--- src/rtl/uart_tx_fifo_if.sv ---
// ============================================================================
// Module      : uart_tx_fifo_if
// Description : Write-side valid/ready handshake for the buffered UART
//               transmitter. The producer uses the master modport and the
//               transmitter uses the slave modport.
// Revision    : 1.0 - initial release
// ============================================================================
`default_nettype none

interface uart_tx_fifo_if #(
    parameter int DATA_BITS = 8
);
    logic                 tx_valid;
    logic [DATA_BITS-1:0] tx_data;
    logic                 tx_ready;

    modport master (
        output tx_valid,
        output tx_data,
        input  tx_ready
    );

    modport slave (
        input  tx_valid,
        input  tx_data,
        output tx_ready
    );
endinterface

`default_nettype wire

--- src/rtl/uart_tx_fifo.sv ---
// ============================================================================
// Module      : uart_tx_fifo
// Description : Buffered UART transmitter. A circular FIFO with a valid/ready
//               write port feeds a frame FSM that sends start, data (LSB or
//               MSB first), optional parity and one or two stop bits. Frames
//               are sent back-to-back while the FIFO holds data.
// Revision    : 1.0 - initial release
// ============================================================================
`default_nettype none

module uart_tx_fifo #(
    parameter int    DATA_BITS   = 8,
    parameter int    STOP_BITS   = 1,
    parameter string FIRST_BIT   = "lsb",
    parameter string PARITY_TYPE = "none",
    parameter int    BAUDRATE    = 115200,
    parameter int    CLK_FREQ    = 75_000_000,
    parameter int    FIFO_DEPTH  = 16
) (
    input  wire logic                          clk,
    input  wire logic                          rst,
    uart_tx_fifo_if.slave                      wr,
    output logic                               tx,
    output logic                               busy,
    output logic [$clog2(FIFO_DEPTH):0]        fifo_count
);

    localparam int FULLBAUD = CLK_FREQ / BAUDRATE;
    localparam int AW       = $clog2(FIFO_DEPTH);
    localparam int CW       = $clog2(FULLBAUD);

    localparam bit MSB_FIRST = (FIRST_BIT == "msb");
    localparam bit PAR_EN    = (PARITY_TYPE != "none");
    localparam bit PAR_ODD   = (PARITY_TYPE == "odd");

    localparam logic [CW-1:0] LAST_CLK  = CW'(FULLBAUD - 1);
    localparam logic [CW-1:0] CLK_ONE   = CW'(1);
    localparam logic [3:0]    LAST_DATA = 4'(DATA_BITS - 1);
    localparam logic [3:0]    LAST_STOP = 4'(STOP_BITS - 1);
    localparam logic [AW:0]   PTR_ONE   = (AW + 1)'(1);

    typedef enum logic [2:0] {
        IDLE   = 3'd0,
        START  = 3'd1,
        DATA   = 3'd2,
        PARITY = 3'd3,
        STOP   = 3'd4
    } state_t;

    // ------------------------------------------------------------------
    // FIFO storage and pointers (one extra wrap bit distinguishes full
    // from empty when the address bits match)
    // ------------------------------------------------------------------
    logic [DATA_BITS-1:0] mem [FIFO_DEPTH];
    logic [AW:0]          wr_ptr;
    logic [AW:0]          rd_ptr;
    logic                 full;
    logic                 empty;
    logic                 push;
    logic                 pop;
    logic [DATA_BITS-1:0] head;

    assign empty       = (wr_ptr == rd_ptr);
    assign full        = (wr_ptr[AW] != rd_ptr[AW]) &&
                         (wr_ptr[AW-1:0] == rd_ptr[AW-1:0]);
    assign wr.tx_ready = !full && !rst;
    assign push        = wr.tx_valid && wr.tx_ready;
    assign head        = mem[rd_ptr[AW-1:0]];

    // Store accepted words; storage itself needs no reset.
    always_ff @(posedge clk) begin
        if (push) begin
            mem[wr_ptr[AW-1:0]] <= wr.tx_data;
        end
    end

    // Pointer and occupancy bookkeeping; a reset flushes the queue.
    always_ff @(posedge clk) begin
        if (rst) begin
            wr_ptr     <= '0;
            rd_ptr     <= '0;
            fifo_count <= '0;
        end else begin
            if (push) begin
                wr_ptr <= wr_ptr + PTR_ONE;
            end
            if (pop) begin
                rd_ptr <= rd_ptr + PTR_ONE;
            end
            case ({push, pop})
                2'b10:   fifo_count <= fifo_count + PTR_ONE;
                2'b01:   fifo_count <= fifo_count - PTR_ONE;
                default: fifo_count <= fifo_count;
            endcase
        end
    end

    // ------------------------------------------------------------------
    // Frame sequencer
    // ------------------------------------------------------------------
    state_t               state;
    state_t               state_next;
    logic [CW-1:0]        clk_cnt;
    logic [3:0]           bit_cnt;
    logic [DATA_BITS-1:0] shreg;
    logic [DATA_BITS-1:0] shreg_next;
    logic [DATA_BITS-1:0] shifted;
    logic                 first_bit;
    logic                 par_bit;
    logic                 par_next;
    logic                 tx_next;
    logic                 busy_next;
    logic                 bit_end;

    assign bit_end = (clk_cnt == LAST_CLK);

    // The bit currently on the line always sits at the outgoing end of
    // the shift register; the register moves one place per data bit.
    if (MSB_FIRST) begin : g_msb_first
        assign shifted   = {shreg[DATA_BITS-2:0], 1'b0};
        assign first_bit = shreg_next[DATA_BITS-1];
    end else begin : g_lsb_first
        assign shifted   = {1'b0, shreg[DATA_BITS-1:1]};
        assign first_bit = shreg_next[0];
    end

    // State register.
    always_ff @(posedge clk) begin
        if (rst) begin
            state <= IDLE;
        end else begin
            state <= state_next;
        end
    end

    // Next-state, pop decision and next line value.
    always_comb begin
        state_next = state;
        pop        = 1'b0;
        shreg_next = shreg;
        par_next   = par_bit;
        case (state)
            IDLE: begin
                if (!empty) begin
                    pop        = 1'b1;
                    state_next = START;
                end
            end
            START: begin
                if (bit_end) begin
                    state_next = DATA;
                end
            end
            DATA: begin
                if (bit_end) begin
                    shreg_next = shifted;
                    if (bit_cnt == LAST_DATA) begin
                        state_next = PAR_EN ? PARITY : STOP;
                    end
                end
            end
            PARITY: begin
                if (bit_end) begin
                    state_next = STOP;
                end
            end
            STOP: begin
                if (bit_end && (bit_cnt == LAST_STOP)) begin
                    if (!empty) begin
                        pop        = 1'b1;
                        state_next = START;
                    end else begin
                        state_next = IDLE;
                    end
                end
            end
            default: state_next = IDLE;
        endcase

        if (pop) begin
            shreg_next = head;
            par_next   = (^head) ^ PAR_ODD;
        end

        tx_next = 1'b1;
        case (state_next)
            START:   tx_next = 1'b0;
            DATA:    tx_next = first_bit;
            PARITY:  tx_next = par_next;
            default: tx_next = 1'b1;
        endcase
        busy_next = (state_next != IDLE);
    end

    // Bit timing counters, shift register and registered line outputs.
    always_ff @(posedge clk) begin
        if (rst) begin
            clk_cnt <= '0;
            bit_cnt <= '0;
            shreg   <= '0;
            par_bit <= 1'b0;
            tx      <= 1'b1;
            busy    <= 1'b0;
        end else begin
            shreg   <= shreg_next;
            par_bit <= par_next;
            tx      <= tx_next;
            busy    <= busy_next;
            if ((state_next != state) || (state == IDLE)) begin
                clk_cnt <= '0;
                bit_cnt <= '0;
            end else if (bit_end) begin
                clk_cnt <= '0;
                bit_cnt <= bit_cnt + 4'd1;
            end else begin
                clk_cnt <= clk_cnt + CLK_ONE;
            end
        end
    end

endmodule

`default_nettype wire

--- src/flat_wrapper.sv ---
// flat-port wrapper written by rule: the top's interface ports become plain ports
module uart_tx_fifo_flat 
#(
    parameter int    DATA_BITS   = 8,
    parameter int    STOP_BITS   = 1,
    parameter string FIRST_BIT   = "   ",
    parameter string PARITY_TYPE = "    ",
    parameter int    BAUDRATE    = 115200,
    parameter int    CLK_FREQ    = 75_000_000,
    parameter int    FIFO_DEPTH  = 16
)
  (clk, rst, tx, busy, fifo_count, wr_tx_valid, wr_tx_data, wr_tx_ready);
  uart_tx_fifo_if #(.DATA_BITS(DATA_BITS)) wr_i ();
  input  wire logic clk;
  input  wire logic rst;
  output logic tx;
  output logic busy;
  output logic [$clog2(FIFO_DEPTH):0] fifo_count;
  input wire logic [$bits(wr_i.tx_valid)-1:0] wr_tx_valid;
  input wire logic [$bits(wr_i.tx_data)-1:0] wr_tx_data;
  output wire logic [$bits(wr_i.tx_ready)-1:0] wr_tx_ready;
  assign wr_i.tx_valid = wr_tx_valid;
  assign wr_i.tx_data = wr_tx_data;
  assign wr_tx_ready = wr_i.tx_ready;
  uart_tx_fifo #(.DATA_BITS(DATA_BITS), .STOP_BITS(STOP_BITS), .FIRST_BIT(FIRST_BIT), .PARITY_TYPE(PARITY_TYPE), .BAUDRATE(BAUDRATE), .CLK_FREQ(CLK_FREQ), .FIFO_DEPTH(FIFO_DEPTH)) u_core (.clk(clk), .rst(rst), .wr(wr_i), .tx(tx), .busy(busy), .fifo_count(fifo_count));
endmodule
--- config.mk ---
export PLATFORM = sky130hd
export DESIGN_NAME = uart_tx_fifo_flat
export DESIGN_NICKNAME = d
export VERILOG_FILES = /design/src/rtl/uart_tx_fifo_if.sv /design/src/rtl/uart_tx_fifo.sv /design/src/flat_wrapper.sv
export SDC_FILE = /design/constraint.sdc
export NUM_CORES = 1
export LEC_CHECK = 0
export CAP_MARGIN = 40
export CORE_ASPECT_RATIO = 1.1
export CORE_MARGIN = 2
export CORE_UTILIZATION = 30
export DETAILED_ROUTE_END_ITERATION = 7
export HOLD_SLACK_MARGIN = 0.06
export PLACE_DENSITY = 0.53
export SLEW_MARGIN = 20
export SYNTH_ARGS = -nofsm -noshare
export SYNTH_HDL_FRONTEND = slang
export SYNTH_SLANG_ARGS = --single-unit
--- constraint.sdc ---
create_clock -name clk -period 4.27 [get_ports clk]
set_clock_uncertainty 0.1 [all_clocks]
set_input_delay 0.854 -clock clk [delete_from_list [all_inputs] [get_ports clk]]
set_output_delay 0.854 -clock clk [all_outputs]
set_load 0.05 [all_outputs]
## Word-level counts from Yosys, hierarchy flattened

Memory sizes are Yosys's and may differ from the RTL's. A register that Yosys moved wholly into a read port is not among the register bits.
Cells that the tools add are included.

- Output and inout bits: 8
- Flip-flop bits (word level): 43
- Word-level logic and storage cells: 71
- Input port bits: 11
- RAM bits: 128
- Memories: 1

Memory list:

| name | depth | width | read ports | clocked after Yosys merged registers in | wr ports | line | text |
|---|---|---|---|---|---|---|---|
| u_core.mem | 16 | 8 | 1 | 1 | 1 | uart_tx_fifo.sv:54 | `logic [DATA_BITS-1:0] mem [FIFO_DEPTH];` |

- $add $sub $neg: 6
- Eq/ne operators: 15
- Mux-type cells: 21
- Reductions and logical operators: 17

Operators with widths:

| operator | number |
|---|---|
| $mux 8 | 3 |
| $mux 3 | 6 |
| $add 5x1->5 const B | 3 |
| $pmux 3 s5 | 1 |
| $eq 3x2->1 const B | 4 |
| $add 10x1->10 const B | 1 |
| $eq 10x10->1 const B | 1 |
| $pmux 5 s2 | 1 |
| $mux 4 | 2 |
| $reduce_xor 8->1 | 1 |
| $eq 3x1->1 const B | 2 |
| $mux 1 | 6 |
| $reduce_bool 2->1 | 3 |
| $eq 5x5->1 | 1 |
| $sub 5x1->5 const B | 1 |
| $add 4x1->4 const B | 1 |
| $eq 4x3->1 const B | 1 |
| $eq 4x4->1 | 1 |
| $logic_and 1x1->1 | 4 |
| $logic_not 4->1 | 1 |
| $eq 3x3->1 const B | 1 |
| $logic_not 3->1 | 1 |
| $ne 3x3->1 | 1 |
| $pmux 1 s3 | 1 |
| 10 further kinds | 11 |

## Longest topological paths before layout

Gate-level depths: netlist (run 1).

- Word-level depth: 7
- Depth in mapped cells: 15
- Depth with buffers taken out: 14

## Worst setup path before layout (run 1)

Ideal clock, no wire load.

- Path type: input to register
- From: in rst
- To: reg u_core.fifo_count[4]
- Stages: 12
- Library setup time: 71 ps
- Data arrival time: 3,755 ps
- Path buffers: 2
- Slack: 344 ps
- Cell sequence: clkbuf_1 a21oi_1 and2_1 buf_2 inv_1 ha_1 fa_1 a21o_1 a21oi_1 xor2_1 or3_1 a21oi_1

- Longest elaborated chain between the ends: 5
- Elaborated cells on any way between the ends: 7
- Those cells by class: 2 x eq/ne; 1 x mux; 4 x reduce/logical

RTL lines:

| item | line | text |
|---|---|---|
| start, declared | flat_wrapper.sv:15 | `input wire logic rst;` |
| $logic_not 1->1 * | uart_tx_fifo.sv:66 | `assign wr.tx_ready = !full && !rst;` |
| $logic_and 1x1->1 * | uart_tx_fifo.sv:66 |  |
| net wr_tx_ready | flat_wrapper.sv:21 | `output wire logic [$bits(wr_i.tx_ready)-1:0] wr_tx_ready;` |
| $logic_and 1x1->1 * | uart_tx_fifo.sv:67 | `assign push = wr.tx_valid && wr.tx_ready;` |
| $eq 2x1->1 / $eq 2x2->1 (equally long branches) | uart_tx_fifo.sv:90 | `case ({push, pop})` |
| $pmux 5 s2 / $reduce_bool 2->1 (equally long branches) | n/a |  |
| end signal, assigned | uart_tx_fifo.sv:91 | `2'b10: fifo_count <= fifo_count + PTR_ONE;` |
| end signal, assigned | uart_tx_fifo.sv:92 | `2'b01: fifo_count <= fifo_count - PTR_ONE;` |
| end signal, assigned | uart_tx_fifo.sv:93 | `default: fifo_count <= fifo_count;` |
| end, declared | uart_tx_fifo.sv:25 | `output logic [$clog2(FIFO_DEPTH):0] fifo_count` |

Mark *: on every way through the listed nets, which the timed path passes. The rest lies on a longest branch.
A chain may end at the register's enable or synchronous reset.

## Worst setup path in the final report (run 1)

- From: reg u_core.clk_cnt[2]
- To: reg u_core.fifo_count[4]

- Longest elaborated chain between the ends: 6
- Elaborated cells on any way between the ends: 8
- Those cells by class: 3 x eq/ne; 3 x mux; 2 x reduce/logical

RTL lines:

| item | line | text |
|---|---|---|
| start, declared | uart_tx_fifo.sv:103 | `logic [CW-1:0] clk_cnt;` |
| start signal, assigned | uart_tx_fifo.sv:216 | `clk_cnt <= clk_cnt + CLK_ONE;` |
| $eq 10x10->1 * | uart_tx_fifo.sv:115 | `assign bit_end = (clk_cnt == LAST_CLK);` |
| $logic_and 1x1->1 * | uart_tx_fifo.sv:168 | `if (bit_end && (bit_cnt == LAST_STOP)) begin` |
| $mux 1 * | uart_tx_fifo.sv:168 |  |
| $pmux 1 s2 * | uart_tx_fifo.sv:142 | `case (state)` |
| net u_core.pop | uart_tx_fifo.sv:60 | `logic pop;` |
| $eq 2x1->1 / $eq 2x2->1 (equally long branches) | uart_tx_fifo.sv:90 |  |
| $pmux 5 s2 / $reduce_bool 2->1 (equally long branches) | n/a |  |

Marked as above.

==> metrics.csv, run 1 <==
stage,metric,value,unit
run_status,status,completed,
floorplan,start_util,0.303,
grt,top_usage_layer,met2,
pwr,pwr_density_cell,544,mW/mm^2
critical_path,critPathKind,reg -> reg,
synth,synth_flop_cell,edfxtp_1,
synth,syn-cell-area,0.00735,sq mm
sta,grt_setup_unrepaired,no,
grt,grt_start_max_net_pins,33,
clock_tree,cts_max_level,4,
synth,ys_warn_count,0,
clock_tree,path_clk_slew,0.07,ns
min_path,hold_end,u_core.fifo_count[4],
detailed_routing,drtAntennaViolNets,0,
sta,post-route-min-period,3.61,ns
grt,track_usage,0.112,
synth,synthArstFlopShare,0,
sta,relSlewSlack,0.497,
layout,syn_to_final_growth,16.1,%
synth,synth_nets,508,
grt,grt.overflow.total,0,
synth,yosysMostFrequentCell,edfxtp_1,
synth,avgSynthCellArea,15.2,sq um
clock_tree,insertion_delay,0.42,ns
critical_path,ff2ff_setup_slack,0.66,ns
synth,synth_edf_count,128,
min_path,hold_depth,2,
grt,grt_pass1_vias,4006,
critical_path,rr_endpoint,u_core.fifo_count[4],
grt,antenna_found_initial,0,
critical_path,start_kind,flip-flop,
critical_path,rr_startpoint,u_core.clk_cnt[2],
floorplan,fp-row-count,60,
synth,synth.area.top_cells,"edfxtp_1 52%, dfxtp_1 13%, mux4_2 6.7%",
clock_tree,post_cts_buffers,0,
sta,final.setup.tns,0,ns
critical_path,critPathMaxFanout,18,
detailed_routing,drt_wl_total,14000,um
grt,use_met2,0.188,
pwr,leakagePower,2.92,nW
clock_tree,cts.path.max_buffers,2,
layout,diodes,0,
grt,use_met3,0.0327,
detailed_routing,drtPass1Iterations,4,
min_path,hp-class,reg -> reg,
detailed_routing,routed-via-count,3924,
sta,slew_viol_final,0,
sta,hold_viol,0,
detailed_routing,vias_per_cell,4.69,
place,port_buffers,18,
synth,synth_top_area_share,0.523,
critical_path,crit_chain,nor4b_1 -> nand4_1 -> o21ai_1 -> nand3_2 -> inv_2 -> ha_1 -> ha_1 -> a21o_1 -> a21oi_1 -> xor2_1 -> or3_1 -> a21oi_1,
sta,setup_viol,0,
clock_tree,ctsHoldBuffers,0,
critical_path,endpoint_kind,flip-flop,
detailed_routing,drt-initial-drc-count,165,
flow_run,cap_viol_max_count,0,
clock_tree,cts_buffers,17,
layout,final_util,0.352,
min_path,min_from,u_core.fifo_count[4],
clock_tree,cts_tree,built,
sta,fmax,0.277,GHz
layout,drive_gt1_frac,0.165,
floorplan,dieArea,0.0258,sq mm
layout,fillers,2305,
critical_path,cp_slowest_cell,dfxtp_1,
detailed_routing,wl_per_cell,16.7,um
synth,ys_seq_area_frac,0.651,
place,place.gp.congestion,0.709,
floorplan,fp.coreArea,0.0242,sq mm
synth,netlist_instances,483,
critical_path,worstPathArrival,3.87,ns
synth,synth-seq-cells,175,
clock_tree,post_cts_resized,0,
floorplan,ios,19,
critical_path,cp.required,4.53,ns
clock_tree,root_buffer,clkbuf_16,
synth,synth_cell_types,45,
pwr,max-vdd-ir-drop,0.264,mV
place,post-place-ws,0.549,ns
critical_path,max_stage_delay,0.36,ns
detailed_routing,route.detailed.drc,0,
place,dpl.hpwl,9230,um
synth,synth_largest_area_cell,edfxtp_1,
synth,synth_common_cells,"128 x edfxtp_1, 58 x nor2_1, 47 x dfxtp_1",
grt,grt_pass1_wl,22200,um
layout,fin_nets,538,
sta,timing.final.ws_setup,0.659,ns
pwr,power,4.64,mW
floorplan,die_w,153,um
sta,finalCritPeriodShare,0.846,
grt,globalRouteMet1Util,0.145,
clock_tree,clkSinkCount,175,
critical_path,r2r_cells,12,
floorplan,die_h,168,um
sta,worst_pin_slew,0.752,ns
-- per-layer routing --
layer / up-vias / share of wire
met5: - / 0
met4: 0 / 0.0069
li1: 1872 / -
met1: 2001 / 0.46
met2: 44 / 0.50
met3: 7 / 0.029
-- worst max-delay path: cells and delay by family, from the launching register on --
family / cells / cell delay (ns)
and+or+nand+nor: 4 / 1.29
DFF: 1 / 0.36
buffers and inverters: 1 / 0.31
AOI/OAI and AO/OA: 4 / 0.76
adders and majority gates: 2 / 0.63
xor gates and xnor gates: 1 / 0.09
-- cell type report --
| class | instances | area [sq um] | share of cell area |
|---|---|---|---|
| well taps | 310 | 388 | 0.0454 |
| inverters | 9 | 33.8 | 0.00396 |
| clock buffers | 17 | 425 | 0.0498 |
| flip-flops and latches | 175 | 4790 | 0.561 |
| repair buffers | 37 | 333 | 0.0390 |
| multi-input cells | 273 | 2380 | 0.279 |
| clock inverters | 15 | 189 | 0.0221 |
-- how the worst max path moves through the flow --
stage / start / end / cells past startpoint
floorplan: rst / u_core.fifo_count[4] / 12
global placement: rst / u_core.fifo_count[4] / 11
detailed placement: rst / u_core.fifo_count[4] / 11
CTS: u_core.clk_cnt[2] / u_core.fifo_count[4] / 12
global route: u_core.clk_cnt[2] / u_core.fifo_count[4] / 12
finish: u_core.clk_cnt[2] / u_core.fifo_count[4] / 12
-- power breakdown --
group / internal [mW] / total, mW / leakage [nW] / switching [mW]
clock: 0.895 / 1.61 / 0.301 / 0.718
sequential: 1.92 / 2.03 / 1.54 / 0.111
combinational: 0.455 / 1.00 / 1.08 / 0.547
total: 3.27 / 4.64 / 2.92 / 1.38
-- metrics by stage --
stage / hold slack [ns] / cell area [sq um] / std cells
floorplan: 0.354 / 7350 / 483
global placement: 0.380 / 7880 / 798
detailed placement: 0.381 / 7880 / 799
CTS: 0.396 / 8500 / 831
global route: 0.413 / 8540 / 836
finish: 0.389 / 8540 / 836
-- flip-flops by register name, summed over array words and instances (netlist names), 3 cells and up, named ones only --
name and flops:
u_core.mem 128, u_core.state 3, u_core.rd_ptr 5, u_core.bit_cnt 4
u_core.clk_cnt 10, u_core.shreg 8, u_core.wr_ptr 5, u_core.fifo_count 5
-- placed cells by master (no fill, tap or decap), drive strengths merged, types with 13 or more instances in the layout --
cell | netlist | layout
inv | 9 | 18
nand2 | 23 | 23
mux4 | 32 | 32
nor2 | 58 | 58
ha | 13 | 13
a21oi | 17 | 17
buf | 14 | 20
clkbuf | 12 | 17
dfxtp | 47 | 47
mux2i | 22 | 22
xor2 | 28 | 28
clkdlybuf4s50 | 0 | 17
edfxtp | 128 | 128
-- logic make-up (layout without fill, tap and decap cells) --
logic type | count (synthesis) | after routing | share of synthesized area
flip-flops | 175 | 175 | 0.651
AND/OR/NAND/NOR | 121 | 121 | 0.0740
AO/OA/AOI/OAI | 42 | 42 | 0.0376
adder cells (fa/ha/maj) | 14 | 14 | 0.0248
multiplexers | 58 | 58 | 0.140
XOR/XNOR | 38 | 38 | 0.0471
buffers and inverters | 35 | 78 | 0.0254
Power figures use the tool's default switching activity.
==> run 2: changes to the inputs <==
==> constraint.sdc (replaced) <==
create_clock -name clk -period 3.75 [get_ports clk]
set_clock_uncertainty 0.1 [all_clocks]
set_input_delay 0.75 -clock clk [delete_from_list [all_inputs] [get_ports clk]]
set_output_delay 0.75 -clock clk [all_outputs]
set_load 0.05 [all_outputs]
==> run 2 against run 1 <==
Against the previous run: register-to-register slack got worse by 0.16 ns; count of clock-buffer cells in the layout rose by 1; worst hold slack improved by 0.0089 ns.
==> metrics.csv, run 2 (same netlist as run 1, synthesis figures left out) <==
stage,metric,value,unit,change
place,port_buffers,18,,unchanged
pwr,switching_share,0.291,,-0.00546
critical_path,r2r_cells,12,,unchanged
layout,mostFrequentLayoutCells,"128 x edfxtp_1, 58 x nor2_1, 46 x dfxtp_1",,
clock_tree,clkSinkCount,175,,unchanged
detailed_routing,wl_per_cell,17.2,um,+2.6%
critical_path,endpoint_kind,flip-flop,,
layout,largest_reg_flops,128,,unchanged
layout,syn_to_final_growth,16.4,%,
clock_tree,cts.path.max_buffers,2,,unchanged
sta,fmax,0.307,GHz,+11%
floorplan,die_h,168,um,unchanged
pwr,p_switching,1.52,mW,+11%
detailed_routing,drtPass1Iterations,4,,unchanged
floorplan,fp.coreArea,0.0242,sq mm,unchanged
sta,holdWs,0.398,ns,+0.00893 ns
critical_path,worstPathArrival,3.51,ns,-0.36 ns
clock_tree,insertion_delay,0.43,ns,about the same
grt,grt_pass1_vias,4124,,+2.9%
flow_run,cap_viol_max_count,0,,unchanged
grt,grt_start_max_net_pins,33,,unchanged
clock_tree,root_buffer,clkbuf_16,,
min_path,hold_depth,2,,unchanged
sta,grt_setup_unrepaired,no,,
layout,fin_nets,545,,+1.3%
floorplan,start_util,0.303,,unchanged
layout,final_common_cell,edfxtp_1,,
pwr,pwr-share-clk,0.335,,-0.012
grt,grt.overflow.total,0,,unchanged
sta,hold_viol,0,,unchanged
pwr,max-vdd-ir-drop,0.264,mV,-0.12%
floorplan,dieArea,0.0258,sq mm,unchanged
critical_path,critPathKind,reg -> reg,,
clock_tree,cts_buffers,17,,unchanged
detailed_routing,drt_wl_total,14500,um,+3.3%
place,dpl.hpwl,9510,um,+3.0%
clock_tree,post_cts_buffers,0,,unchanged
detailed_routing,drtAntennaViolNets,0,,unchanged
clock_tree,ctsHoldBuffers,0,,unchanged
detailed_routing,drt-initial-drc-count,111,,-33%
grt,track_usage,0.119,,+0.00636
pwr,p_int,3.71,mW,+13%
sta,slew_viol_final,0,,unchanged
sta,post-route-min-period,3.26,ns,-0.355 ns
pwr,pwr_density_cell,611,mW/mm^2,+12%
detailed_routing,route.detailed.drc,0,,unchanged
sta,relSlewSlack,0.551,,+0.0540
clock_tree,cts_tree,built,,
pwr,power,5.23,mW,+13%
run_status,status,completed,,
floorplan,fp-row-count,60,,unchanged
layout,diodes,0,,unchanged
pwr,combPwrFrac,0.227,,+0.011
clock_tree,post_cts_resized,0,,unchanged
floorplan,ios,19,,unchanged
place,place.gp.congestion,0.752,,+6.2%
grt,grt_pass1_wl,23200,um,+4.6%
sta,worst_pin_slew,0.674,ns,-0.0782 ns
pwr,leakagePower,2.94,nW,+0.71%
critical_path,start_kind,flip-flop,,
min_path,hp-class,reg -> reg,,
sta,finalCritPeriodShare,0.868,,+0.0225
critical_path,critPathMaxFanout,10,,-8
pwr,power_frac_seq,0.438,,about the same
sta,setup_viol,0,,unchanged
grt,antenna_found_initial,0,,unchanged
detailed_routing,routed-via-count,3914,,-0.25%
clock_tree,cts_max_level,4,,unchanged
sta,final.setup.tns,0,ns,unchanged
layout,drive_gt1_frac,0.173,,+0.00753
clock_tree,path_clk_slew,0.06,ns,about the same
floorplan,die_w,153,um,unchanged
detailed_routing,vias_per_cell,4.65,,-0.97%
critical_path,cp.required,4.01,ns,-0.52 ns
## run 2: critical path, cell delays in order, from the launching register on
cell and delay [ns]:
dfxtp_1 0.35, nor4b_1 0.38, nand4_1 0.29, o21ai_1 0.28
nand3_2 0.10, inv_2 0.18, ha_1 0.31, ha_1 0.31
a21o_1 0.17, a21oi_1 0.17, xor2_1 0.09, or3_1 0.31
a21oi_1 0.14
## run 2: routing by layer
layer / up-vias / global-route usage / share of wire
met1: 1971 / 0.150 / 0.46
li1: 1888 / - / -
met3: 9 / 0.0314 / 0.031
met4: 0 / 0.0362 / 0.0096
met5: - / 0 / 0
met2: 46 / 0.201 / 0.50
## run 2: power groups by stage
stage	clock network, mW	logic [mW]	registers [mW]
CTS	1.80	1.20	2.30
floorplan	0	0.840	2.40
global placement	0	1.18	2.33
detailed placement	0	1.18	2.34
finish	1.75	1.19	2.29
global route	1.88	1.30	2.31
## run 2: cell type report
type                            count  area [sq um]
Timing Repair Buffer               44           385
Clock inverter                     13           151
Sequential cell                   175          4790
Fill cell                        2310         15700
Clock buffer                       18           429
Inverter                            9          33.8
Multi-Input combinational cell    273          2380
Tap cell                          310           388
## run 2: worst paths after layout
path / startpoint / slack (ns) / end
setup reg to reg: u_core.clk_cnt[2] / 0.49 / u_core.fifo_count[4]
hold reg to reg: u_core.fifo_count[4] / 0.40 / u_core.fifo_count[4]
setup / recovery: u_core.clk_cnt[2] / 0.49 / u_core.fifo_count[4]
hold / removal: u_core.fifo_count[4] / 0.40 / u_core.fifo_count[4]
## run 2: through the flow
| step | area, sq um | util | std cells | setup slack (ns) |
|---|---|---|---|---|
| floorplan | 7360 | - | 483 | 0.265 |
| global placement | 7980 | 0.329 | 811 | 0.415 |
| detailed placement | 7980 | 0.329 | 811 | 0.377 |
| CTS | 8560 | 0.353 | 842 | 0.486 |
| global route | 8560 | 0.353 | 842 | 0.0809 |
| finish | 8560 | 0.353 | 842 | 0.495 |
==> run 3: changes to the inputs <==
--- a/config.mk
+++ b/config.mk
@@ -10,8 +10,10 @@
 export CORE_MARGIN = 2
 export CORE_UTILIZATION = 30
 export DETAILED_ROUTE_END_ITERATION = 7
+export DONT_BUFFER_PORTS = 1
 export HOLD_SLACK_MARGIN = 0.06
-export PLACE_DENSITY = 0.53
+export PLACE_DENSITY = 0.52
+export SETUP_SLACK_MARGIN = 0.3
 export SLEW_MARGIN = 20
 export SYNTH_ARGS = -nofsm -noshare
 export SYNTH_HDL_FRONTEND = slang
==> run 3 against run 2 <==
Against the previous run: critical path depth unchanged; sequential power increased by 5%; power about the same; maximum frequency increased by 2.9%; sequential share of layout area increased by 0.82 points; critical path type unchanged; largest cell class unchanged.
==> metrics.csv, run 3 (same netlist as run 1, synthesis figures left out) <==
stage,metric,value,unit,change
detailed_routing,top_layer_used,met4,,
floorplan,die_h,168,um,unchanged
floorplan,die_w,153,um,unchanged
sta,finalCritPeriodShare,0.843,,-0.0247
pwr,leakagePower,2.88,nW,-2.1%
floorplan,fp.coreArea,0.0242,sq mm,unchanged
sta,setup_viol,0,,unchanged
critical_path,start_kind,flip-flop,,
clock_tree,path_clk_slew,0.08,ns,+0.02 ns
run_status,status,completed,,
floorplan,dieArea,0.0258,sq mm,unchanged
sta,worst_pin_slew,0.668,ns,-0.00632 ns
clock_tree,insertion_delay,0.42,ns,about the same
place,port_buffers,0,,-18
floorplan,ios,19,,unchanged
layout,final_util,0.348,,-0.00511
clock_tree,cts_max_level,4,,unchanged
pwr,max-vdd-ir-drop,0.279,mV,+5.7%
floorplan,start_util,0.303,,unchanged
grt,track_usage,0.119,,-0.000206
grt,antenna_found_initial,1,,+1
flow_run,cap_viol_max_count,0,,unchanged
layout,drive_gt1_frac,0.185,,+0.0119
grt,grt_start_max_net_pins,33,,unchanged
detailed_routing,drt-initial-drc-count,241,,+120%
layout,syn_to_final_growth,14.7,%,
layout,final_common_cell,edfxtp_1,,
layout,fin_nets,526,,-3.5%
critical_path,endpoint_kind,flip-flop,,
place,dpl.hpwl,9580,um,+0.81%
clock_tree,cts_buffers,17,,unchanged
sta,relSlewSlack,0.555,,+0.00422
pwr,pwr_density_cell,621,mW/mm^2,+1.6%
sta,slew_viol_final,0,,unchanged
place,place.gp.congestion,0.720,,-4.3%
clock_tree,root_buffer,clkbuf_16,,
sta,post-route-min-period,3.16,ns,-0.0925 ns
detailed_routing,wl_per_cell,17.9,um,+4.1%
layout,finalNonFillerCells,825,,-2.0%
sta,final.setup.tns,0,ns,unchanged
min_path,hp-class,in -> reg,,
critical_path,ff2ff_setup_slack,0.59,ns,+0.09 ns
detailed_routing,vias_per_cell,4.73,,+1.9%
sta,grt_setup_unrepaired,no,,
grt,grt.overflow.total,0,,unchanged
detailed_routing,wl_met3,484,um,+9.3%
detailed_routing,drtPass1Iterations,4,,unchanged
critical_path,cp.required,4.01,ns,about the same
clock_tree,clkSinkCount,175,,unchanged
critical_path,worstPathArrival,3.42,ns,-0.09 ns
clock_tree,cts_tree,built,,
detailed_routing,drtAntennaViolNets,0,,unchanged
place,post-place-cells,787,,-3.0%
critical_path,critPathKind,reg -> reg,,
sta,hold_viol,0,,unchanged
detailed_routing,drt_wl_total,14800,um,+2.0%
floorplan,fp-row-count,60,,unchanged
layout,largest_reg_flops,128,,unchanged
detailed_routing,met2_length,7420,um,+2.7%
critical_path,critPathMaxFanout,10,,unchanged
grt,grt_pass1_wl,23100,um,-0.56%
detailed_routing,routed-via-count,3906,,-0.20%
detailed_routing,wl_met1,6660,um,-0.12%
clock_tree,ctsHoldBuffers,0,,unchanged
detailed_routing,route.detailed.drc,0,,unchanged
layout,mostFrequentLayoutCells,"128 x edfxtp_1, 58 x nor2_1, 46 x dfxtp_1",,
clock_tree,cts.path.max_buffers,2,,unchanged
grt,grt_pass1_vias,4057,,-1.6%
sta,fmax,0.316,GHz,+2.9%
==> run 3: cell types whose count changed in the layout (fill, tap and decap cells not counted), moves of 2 or more <==
cell             change
buf_4                -2
clkinv_4             -2
clkinv_8             +5
clkdlybuf4s50_1     -17
inv_8                +2
==> run 3: cell type report <==
cell class	instances	area [sq um]
clock inverter	15	194
sequential	175	4790
antenna	1	2.50
clock buffer	17	425
tap	310	388
timing repair buffer	25	200
inverter	9	33.8
multi-input combinational	273	2400
fill	2311	15800
==> run 3: per-layer routing <==
metal  up-vias  GRT usage
li1       1856          -
met1      1983      0.148
met2        54      0.202
met3        13     0.0296
met4         0     0.0411
met5         -          0
==> run 3: power by group <==
part,total [mW],switching [mW],internal [mW],leakage (nW)
Combinational,1.00,0.525,0.479,1.04
Sequential,2.41,0.223,2.18,1.54
Clock,1.82,0.857,0.965,0.298
==> run 3: final timing paths <==
path,endpoint,start,cells past startpoint
setup reg to reg,u_core.fifo_count[4],u_core.clk_cnt[4],12
setup / recovery,u_core.fifo_count[4],u_core.clk_cnt[4],12
hold reg to reg,u_core.wr_ptr[4],u_core.wr_ptr[4],2
hold / removal,u_core.fifo_count[4],rst,1
==> run 3: timing repair <==
item,in CTS,in global routing
endpoints found under the setup margin,0,1
setup buffers,0,1
gates resized for setup,0,3
==> run 3: metrics by stage <==
stage               area [sq um]  hold slack (ns)  worst slack (ns)  total power, mW
floorplan                   7360            0.354             0.418             3.24
global placement            7760            0.383             0.516             3.43
detailed placement          7760            0.388             0.397             3.45
CTS                         8380            0.261             0.384             5.29
global route                8430            0.264             0.327             5.47
finish                      8430            0.285             0.588             5.23
==> run 3: worst max-delay path, cell delays in order, from the launching register on <==
cell and delay, ns:
dfxtp_1 0.34, nor4b_1 0.38, nand4_1 0.28, o21ai_2 0.25, nand3_2 0.10, inv_2 0.17
ha_2 0.27, ha_1 0.28, a21o_1 0.17, a21oi_1 0.20, xor2_1 0.10, or3_1 0.32
a21oi_1 0.14
